### src/rtl/spi_eeprom_pkg.sv
// rtl/spi_eeprom_pkg.sv - shared opcodes and FSM states for the SPI EEPROM responder
// Contents: EEPROM opcode constants and the responder state encoding.
package spi_eeprom_pkg;

  localparam logic [7:0] OP_READ  = 8'h03;
  localparam logic [7:0] OP_WRITE = 8'h02;
  localparam logic [7:0] OP_WREN  = 8'h06;
  localparam logic [7:0] OP_WRDI  = 8'h04;
  localparam logic [7:0] OP_RDSR  = 8'h05;

  typedef enum logic [2:0] {
    IDLE,
    CMD,
    ADDR,
    RDATA,
    WDATA,
    STATUS,
    IGNORE
  } state_t;

endpackage

### src/rtl/spi_pin_sync.sv
// rtl/spi_pin_sync.sv - 2-flop synchronizers and edge detect for SPI pins
// Ports:
//   clk, nreset          system clock, async active-low reset
//   cs, sclk, mosi       raw pins, asynchronous to clk
//   cs_s, mosi_s         synchronized chip select and data
//   sclk_rise/sclk_fall  one-clk pulses on synchronized SCLK edges
//   cs_rise/cs_fall      one-clk pulses on synchronized CS edges
module spi_pin_sync (
  input  logic clk,
  input  logic nreset,
  input  logic cs,
  input  logic sclk,
  input  logic mosi,
  output logic cs_s,
  output logic mosi_s,
  output logic sclk_rise,
  output logic sclk_fall,
  output logic cs_rise,
  output logic cs_fall
);

  logic [1:0] cs_sync;
  logic [1:0] sclk_sync;
  logic [1:0] mosi_sync;
  logic       cs_prev;
  logic       sclk_prev;

  // CS resets to the deasserted level so release from reset is not seen as a select.
  always_ff @(posedge clk or negedge nreset) begin
    if (!nreset) begin
      cs_sync   <= 2'b11;
      sclk_sync <= 2'b00;
      mosi_sync <= 2'b00;
      cs_prev   <= 1'b1;
      sclk_prev <= 1'b0;
    end else begin
      cs_sync   <= {cs_sync[0], cs};
      sclk_sync <= {sclk_sync[0], sclk};
      mosi_sync <= {mosi_sync[0], mosi};
      cs_prev   <= cs_sync[1];
      sclk_prev <= sclk_sync[1];
    end
  end

  // MOSI has the same synchronizer depth as SCLK, so it lines up with sclk_rise.
  assign cs_s      = cs_sync[1];
  assign mosi_s    = mosi_sync[1];
  assign sclk_rise =  sclk_sync[1] & ~sclk_prev;
  assign sclk_fall = ~sclk_sync[1] &  sclk_prev;
  assign cs_rise   =  cs_sync[1] & ~cs_prev;
  assign cs_fall   = ~cs_sync[1] &  cs_prev;

endmodule

### src/rtl/spi_eeprom_responder.sv
// rtl/spi_eeprom_responder.sv - SPI mode-0 slave emulating a small serial EEPROM
// Ports:
//   clk, nreset     system clock, async active-low reset
//   eeprom_cs       chip select (active low), async
//   eeprom_clk      SCLK from master, async
//   eeprom_in       MOSI
//   eeprom_out      MISO
//   eeprom_out_oe   MISO drive enable, high during READ/RDSR data phases
//   busy            synchronized, inverted chip select
module spi_eeprom_responder
  import spi_eeprom_pkg::*;
#(
  parameter int DEPTH      = 128,
  parameter int ADDR_BYTES = 3
) (
  input  logic clk,
  input  logic nreset,
  input  logic eeprom_cs,
  input  logic eeprom_clk,
  input  logic eeprom_in,
  output logic eeprom_out,
  output logic eeprom_out_oe,
  output logic busy
);

  localparam int AW    = $clog2(DEPTH);
  localparam int ABITS = ADDR_BYTES * 8;
  localparam int CW    = $clog2(ABITS + 1);

  logic sclk_rise, sclk_fall, cs_rise, cs_fall, mosi_s, cs_s;

  spi_pin_sync u_pin_sync (
    .clk       (clk),
    .nreset    (nreset),
    .cs        (eeprom_cs),
    .sclk      (eeprom_clk),
    .mosi      (eeprom_in),
    .cs_s      (cs_s),
    .mosi_s    (mosi_s),
    .sclk_rise (sclk_rise),
    .sclk_fall (sclk_fall),
    .cs_rise   (cs_rise),
    .cs_fall   (cs_fall)
  );

  assign busy = ~cs_s;

  state_t          state;
  logic            wel;
  logic            is_write;
  logic [CW-1:0]   bit_cnt;
  logic [7:0]      shift_in;
  logic [7:0]      out_sr;
  logic [AW-1:0]   addr;
  logic [7:0]      mem [DEPTH];

  logic [7:0]      rx_byte;
  logic [AW-1:0]   next_addr;
  logic [AW-1:0]   addr_inc;
  logic [7:0]      status_byte;

  assign rx_byte     = {shift_in[6:0], mosi_s};
  // Shifting into an AW-bit register keeps only the low address bits.
  assign next_addr   = {addr[AW-2:0], mosi_s};
  assign addr_inc    = addr + 1'b1;
  assign status_byte = {6'b0, wel, 1'b0};

  always_ff @(posedge clk or negedge nreset) begin
    if (!nreset) begin
      state         <= IDLE;
      wel           <= 1'b0;
      is_write      <= 1'b0;
      bit_cnt       <= '0;
      shift_in      <= '0;
      out_sr        <= '0;
      addr          <= '0;
      eeprom_out    <= 1'b0;
      eeprom_out_oe <= 1'b0;
      for (int i = 0; i < DEPTH; i++) mem[i] <= 8'(i);
    end else if (cs_rise) begin
      // Abort wins over any simultaneous SCLK edge; partial bytes are dropped.
      state         <= IDLE;
      bit_cnt       <= '0;
      eeprom_out    <= 1'b0;
      eeprom_out_oe <= 1'b0;
      is_write      <= 1'b0;
      if (is_write) wel <= 1'b0;
    end else if (cs_fall) begin
      state    <= CMD;
      bit_cnt  <= '0;
      shift_in <= '0;
      is_write <= 1'b0;
    end else begin
      case (state)
        CMD: if (sclk_rise) begin
          shift_in <= rx_byte;
          if (bit_cnt == CW'(7)) begin
            bit_cnt <= '0;
            case (rx_byte)
              OP_READ:  state <= ADDR;
              OP_WRITE: begin
                if (wel) begin
                  state    <= ADDR;
                  is_write <= 1'b1;
                end else begin
                  state <= IGNORE;
                end
              end
              OP_WREN: begin
                wel   <= 1'b1;
                state <= IGNORE;
              end
              OP_WRDI: begin
                wel   <= 1'b0;
                state <= IGNORE;
              end
              OP_RDSR: begin
                state         <= STATUS;
                out_sr        <= status_byte;
                eeprom_out    <= status_byte[7];
                eeprom_out_oe <= 1'b1;
              end
              default: state <= IGNORE;
            endcase
          end else begin
            bit_cnt <= bit_cnt + 1'b1;
          end
        end

        ADDR: if (sclk_rise) begin
          addr <= next_addr;
          if (bit_cnt == CW'(ABITS - 1)) begin
            bit_cnt <= '0;
            if (is_write) begin
              state <= WDATA;
            end else begin
              // First byte is presented before the next SCLK rise.
              state         <= RDATA;
              out_sr        <= mem[next_addr];
              eeprom_out    <= mem[next_addr][7];
              eeprom_out_oe <= 1'b1;
            end
          end else begin
            bit_cnt <= bit_cnt + 1'b1;
          end
        end

        WDATA: if (sclk_rise) begin
          shift_in <= rx_byte;
          if (bit_cnt == CW'(7)) begin
            mem[addr] <= rx_byte;
            addr      <= addr_inc;
            bit_cnt   <= '0;
          end else begin
            bit_cnt <= bit_cnt + 1'b1;
          end
        end

        // bit_cnt counts rises within the byte. The fall right after a load
        // (bit_cnt==0) must not shift, since the MSB has not been sampled yet.
        RDATA, STATUS: begin
          if (sclk_rise) begin
            bit_cnt <= bit_cnt + 1'b1;
          end else if (sclk_fall) begin
            if (bit_cnt == CW'(8)) begin
              bit_cnt <= '0;
              if (state == RDATA) begin
                out_sr     <= mem[addr_inc];
                eeprom_out <= mem[addr_inc][7];
                addr       <= addr_inc;
              end else begin
                out_sr     <= status_byte;
                eeprom_out <= status_byte[7];
              end
            end else if (bit_cnt != '0) begin
              out_sr     <= {out_sr[6:0], 1'b0};
              eeprom_out <= out_sr[6];
            end
          end
        end

        default: ;
      endcase
    end
  end

endmodule

### config.mk
export PLATFORM = sky130hd
export DESIGN_NAME = spi_eeprom_responder
export DESIGN_NICKNAME = d
export VERILOG_FILES = /design/src/rtl/spi_eeprom_pkg.sv /design/src/rtl/spi_pin_sync.sv /design/src/rtl/spi_eeprom_responder.sv
export SDC_FILE = /design/constraint.sdc
export NUM_CORES = 2
export LEC_CHECK = 0
export CAP_MARGIN = 20
export CORE_MARGIN = 8
export CORE_UTILIZATION = 65
export CTS_CLUSTER_SIZE = 30
export DETAILED_ROUTE_END_ITERATION = 7
export HOLD_SLACK_MARGIN = 0.12
export PLACE_DENSITY = 0.79
export SYNTH_ARGS = -nofsm -noshare
export SYNTH_HDL_FRONTEND = slang
export SYNTH_SLANG_ARGS = --single-unit
### constraint.sdc
create_clock -name clk -period 4 [get_ports clk]
set_clock_uncertainty 0.05 [all_clocks]
set_input_delay 0.8 -clock clk [delete_from_list [all_inputs] [get_ports clk]]
set_output_delay 0.8 -clock clk [all_outputs]
set_load 0.02 [all_outputs]
==> summary.md <==
| Metric | Value |
|---|---|
| Crit path buf inv count | `3` |
| Via density | `between 7 and 8` |
| Fillers | `~5400` |
| Area Overhead vs Synth | `12.1%` |
| Max Slew Vio Count | `0` |
| Max incr delay on CP | `approximately 0.66 ns` |
| Routed WL | `around 180 mm` |
| Gate power share | `0.370` |
| Final Hold Vio Count | `0` |
| Total CTS buffers | `110` |
| Clock Latency Late Sink | `around 0.72 ns` |
| Internal power | `21.5 mW` |
| Die area | `slightly below 100000 um2` |
| Die X | `roughly 320 um` |
| Area share of the largest cell type after synthesis | `0.264` |
| HPWL Detailed | `roughly 120 mm` |
| R2R depth | `10` |
| Core Area | `between 80000 and 90000 um2` |
| Clock power share | `0.307` |
| Initial core utilization | `0.657` |
| Remaining antenna violation count after routing | `0` |
| FF+latch area | `between 20000 and 30000 um2` |
| GRT Total Usage | `0.366` |
| Seq pwr share | `0.323` |
| Reg clk slew, reported paths | `~0.07 ns` |
| I/O Pins | `8` |
| DRT iter0 DRCs | `~4400` |
| Total nets after synthesis | `3860` |
| Largest net degree at the start of global routing | `approximately 110` |
| Post-synth top flop | `dfrtp_1` |
| Share of layout cells above drive strength 1 | `0.661` |
| TritonRoute pass-1 iters | `6` |
| #FFs+latches synth | `~1100` |
| HP Start | `u_pin_sync.sclk_sync[0]$_DFF_PN0_` |
| Cell taking the most area after synthesis | `dfrtp_1` |
| Asr flop ratio synth | `1.00` |
| Achievable frequency | `~270 MHz` |
| Congestion Overflow GR | `0` |
| Most common cell in the netlist | `mux2_2` |
| Sink Count | `roughly 1100` |
| Post-synth cell types | `69` |
| Worst min-delay path class | `reg2reg` |
| CP required | `around 4.5 ns` |
| FP Rows | `109` |
| Top delay family on crit path | `multiplexers` |
| Fin crit period | `approximately 3.7 ns` |
| CTS tree | `built` |
| Buffers on Ports | `7` |
| NetSw | `~13 mW` |
| Synth cell count leaders | `1037 x mux2_2, 614 x dfrtp_1, 564 x mux4_2` |
| Worst-path maximum fanout | `21` |
| Levels on crit path | `10` |
| Headroom to the max-slew limit | `0.259` |
| CTS root buf | `clkbuf_16` |
| Critical path endpoint category | `flip-flop` |
| Worst reg2reg startpoint | `addr[4]$_DFFE_PN0P_` |
| Max IR drop VDD | `0.778 mV` |
| CP startpoint | `addr[4]$_DFFE_PN0P_` |
| Critical path type | `reg2reg` |
| Clk buf depth | `3` |
| P per Cell Area | `around 530 nW/um2` |
| Gpl congestion | `1.01` |
| Maxcap violations | `0` |
| DRC | `0` |
| Critical-path cell list | `buf_4 > inv_2 > xnor2_4 > buf_4 > mux2i_1 > mux4_2 > nand2_1 > a21oi_1 > a311oi_1 > o32a_1` |
| Final setup violation count | `0` |
| Nets@finish | `roughly 4000` |
| Synth top area cells | `dfrtp_1 26%, mux4_2 22%, dfstp_2 20%` |
| Initial antenna violation count | `5` |
| Warnings, synthesis | `0` |
| Hold Path Cell Cnt | `0` |
| Total negative setup slack | `0 ns` |
| Pleak | `roughly 27 nW` |
| Outcome | `completed` |
| Via count | `39000` |
| # hold bufs at CTS | `1` |
| Period utilization | `0.923` |
| Max H-tree Level | `3` |
| EDFF count, synth | `0` |
| Switching share of total power | `0.377` |
| Drt wl/cell | `approximately 34 um` |
| Multi-input gate area | `just under 30000 um2` |
| Most Frequent Cell on Critical Path | `buf_4` |
| Worst Max-Slew Pin Slew | `around 1.1 ns` |
| Post-Syn Instances | `3848` |
| RSZ-0062 raised after global routing | `false` |
| CP max stage cell | `dfrtp_1` |
| Fin util | `0.736` |
| Number of global-route vias before repair | `between 40000 and 50000` |
| Post-Syn Area | `approximately 58000 um2` |
| Mapped Avg Cell Area | `between 15 and 20 um2` |
| Gates resized, CTS repair | `0` |
| CP arrival | `around 4.2 ns` |
| First-pass GRT wire length | `272 mm` |
| Die Y | `roughly 320 um` |
| Post-synthesis sequential area ratio | `0.467` |
| Post CTS Setup Buffer Count | `0` |
| Critical Path Source Type | `flip-flop` |
state kept, by name (all words and copies together) (netlist names):
signal and count:
wel 1, addr 7, u_pin_sync.sclk_sync 2, state 3, out_sr 7, u_pin_sync.sclk_prev 1
shift_in 7, bit_cnt 5, u_pin_sync.mosi_sync 2, eeprom_out 1, u_pin_sync.cs_prev 1, eeprom_out_oe 1
mem 1024, is_write 1, u_pin_sync.cs_sync 2
stage by stage:
step	worst slack [ns]	power (mW)	std cells	hold slack [ns]	area (um2)
3_3_place_gp	0.383	23.6	5042	0.283	61500
6_report	0.307	34.5	5256	0.302	65300
4_1_cts	0.338	34.2	5253	0.305	65200
3_5_place_dp	0.418	23.7	5042	0.295	61500
2_1_floorplan	1.01	19.0	3848	0.281	58200
5_1_grt	0.227	35.3	5255	0.308	65300
area by class of cell:
type | instances | share of cell area
Multi-Input combinational cell | 2446 | 0.451
Clock buffer | 154 | 0.0485
Timing Repair Buffer | 353 | 0.0508
Inverter | 16 | 0.000958
Tap cell | 1165 | 0.0223
Sequential cell | 1065 | 0.418
Clock inverter | 56 | 0.00859
Antenna cell | 1 | 0.0000383
worst reg2reg max path, stage by stage (launching register included):
cell and delay (ns):
dfrtp_1 0.66, buf_4 0.26, inv_2 0.18, xnor2_4 0.31, buf_4 0.43, mux2i_1 0.55, mux4_2 0.36, nand2_1 0.12
a21oi_1 0.20, a311oi_1 0.09, o32a_1 0.37
routing by layer:
metal,global-route usage,routed length (um)
met5,0,61
met4,0.181,10400
met3,0.110,20800
met2,0.543,81200
met1,0.498,67500
cells in the final DEF, fill, tap and decap left out, types with 12 or more instances in the layout:
cell       netlist  routed
nand3_1         44      44
clkbuf_8         0      25
clkinv_2         0      33
nor2_2          82      82
buf_4           49     293
mux2i_1         67      67
a311oi_1        13      12
a211oi_1        14      14
a31oi_1         25      25
mux2_2        1037    1037
dfstp_2        451     451
dfrtp_1        614     603
a21oi_1         45      45
mux4_2         564     564
nand4_1         12      12
nor2_1         116     116
buf_12           0      50
a22oi_1         17      17
clkbuf_16        0     110
nor3_1          18      18
inv_1           14      14
o21ai_0         36      36
nor2b_1         14      14
clkbuf_1       163      19
nand2_1        177     177
final timing paths:
path	to	slack, ns
worst min-delay path	u_pin_sync.sclk_sync[1]$_DFF_PN0_	0.30
max in group asynchronous	mem[916]$_DFFE_PN0P_	1.91
worst min register to register	u_pin_sync.sclk_sync[1]$_DFF_PN0_	0.30
min in group asynchronous	mem[365]$_DFFE_PN0P_	0.62
worst max register to register	out_sr[4]$_DFFE_PN0P_	0.31
worst max-delay path	out_sr[4]$_DFFE_PN0P_	0.31
cell families (layout without fill, tap and decap cells):
kind of cell | Yosys count | in the layout | synth area share
muxes | 1668 | 1668 | 0.430
DFF | 1065 | 1065 | 0.467
and+or+nand+nor | 527 | 527 | 0.0433
buffers and inverters | 337 | 579 | 0.0286
AOI/OAI and AO/OA | 234 | 234 | 0.0277
xor gates and xnor gates | 10 | 10 | 0.00163
adders and majority gates | 7 | 7 | 0.00150
other | 0 | 1 | 0
power by group through the flow:
stage	Sequential [mW]	Clock, mW	Combinational, mW
after floorplan	11.2	0	7.83
after CTS	11.1	10.7	12.4
final	11.2	10.6	12.8
after global placement	11.3	0	12.3
after global routing	11.2	11.1	13.1
after detailed placement	11.3	0	12.4
No activity file was read; power rests on OpenSTA's default activity.
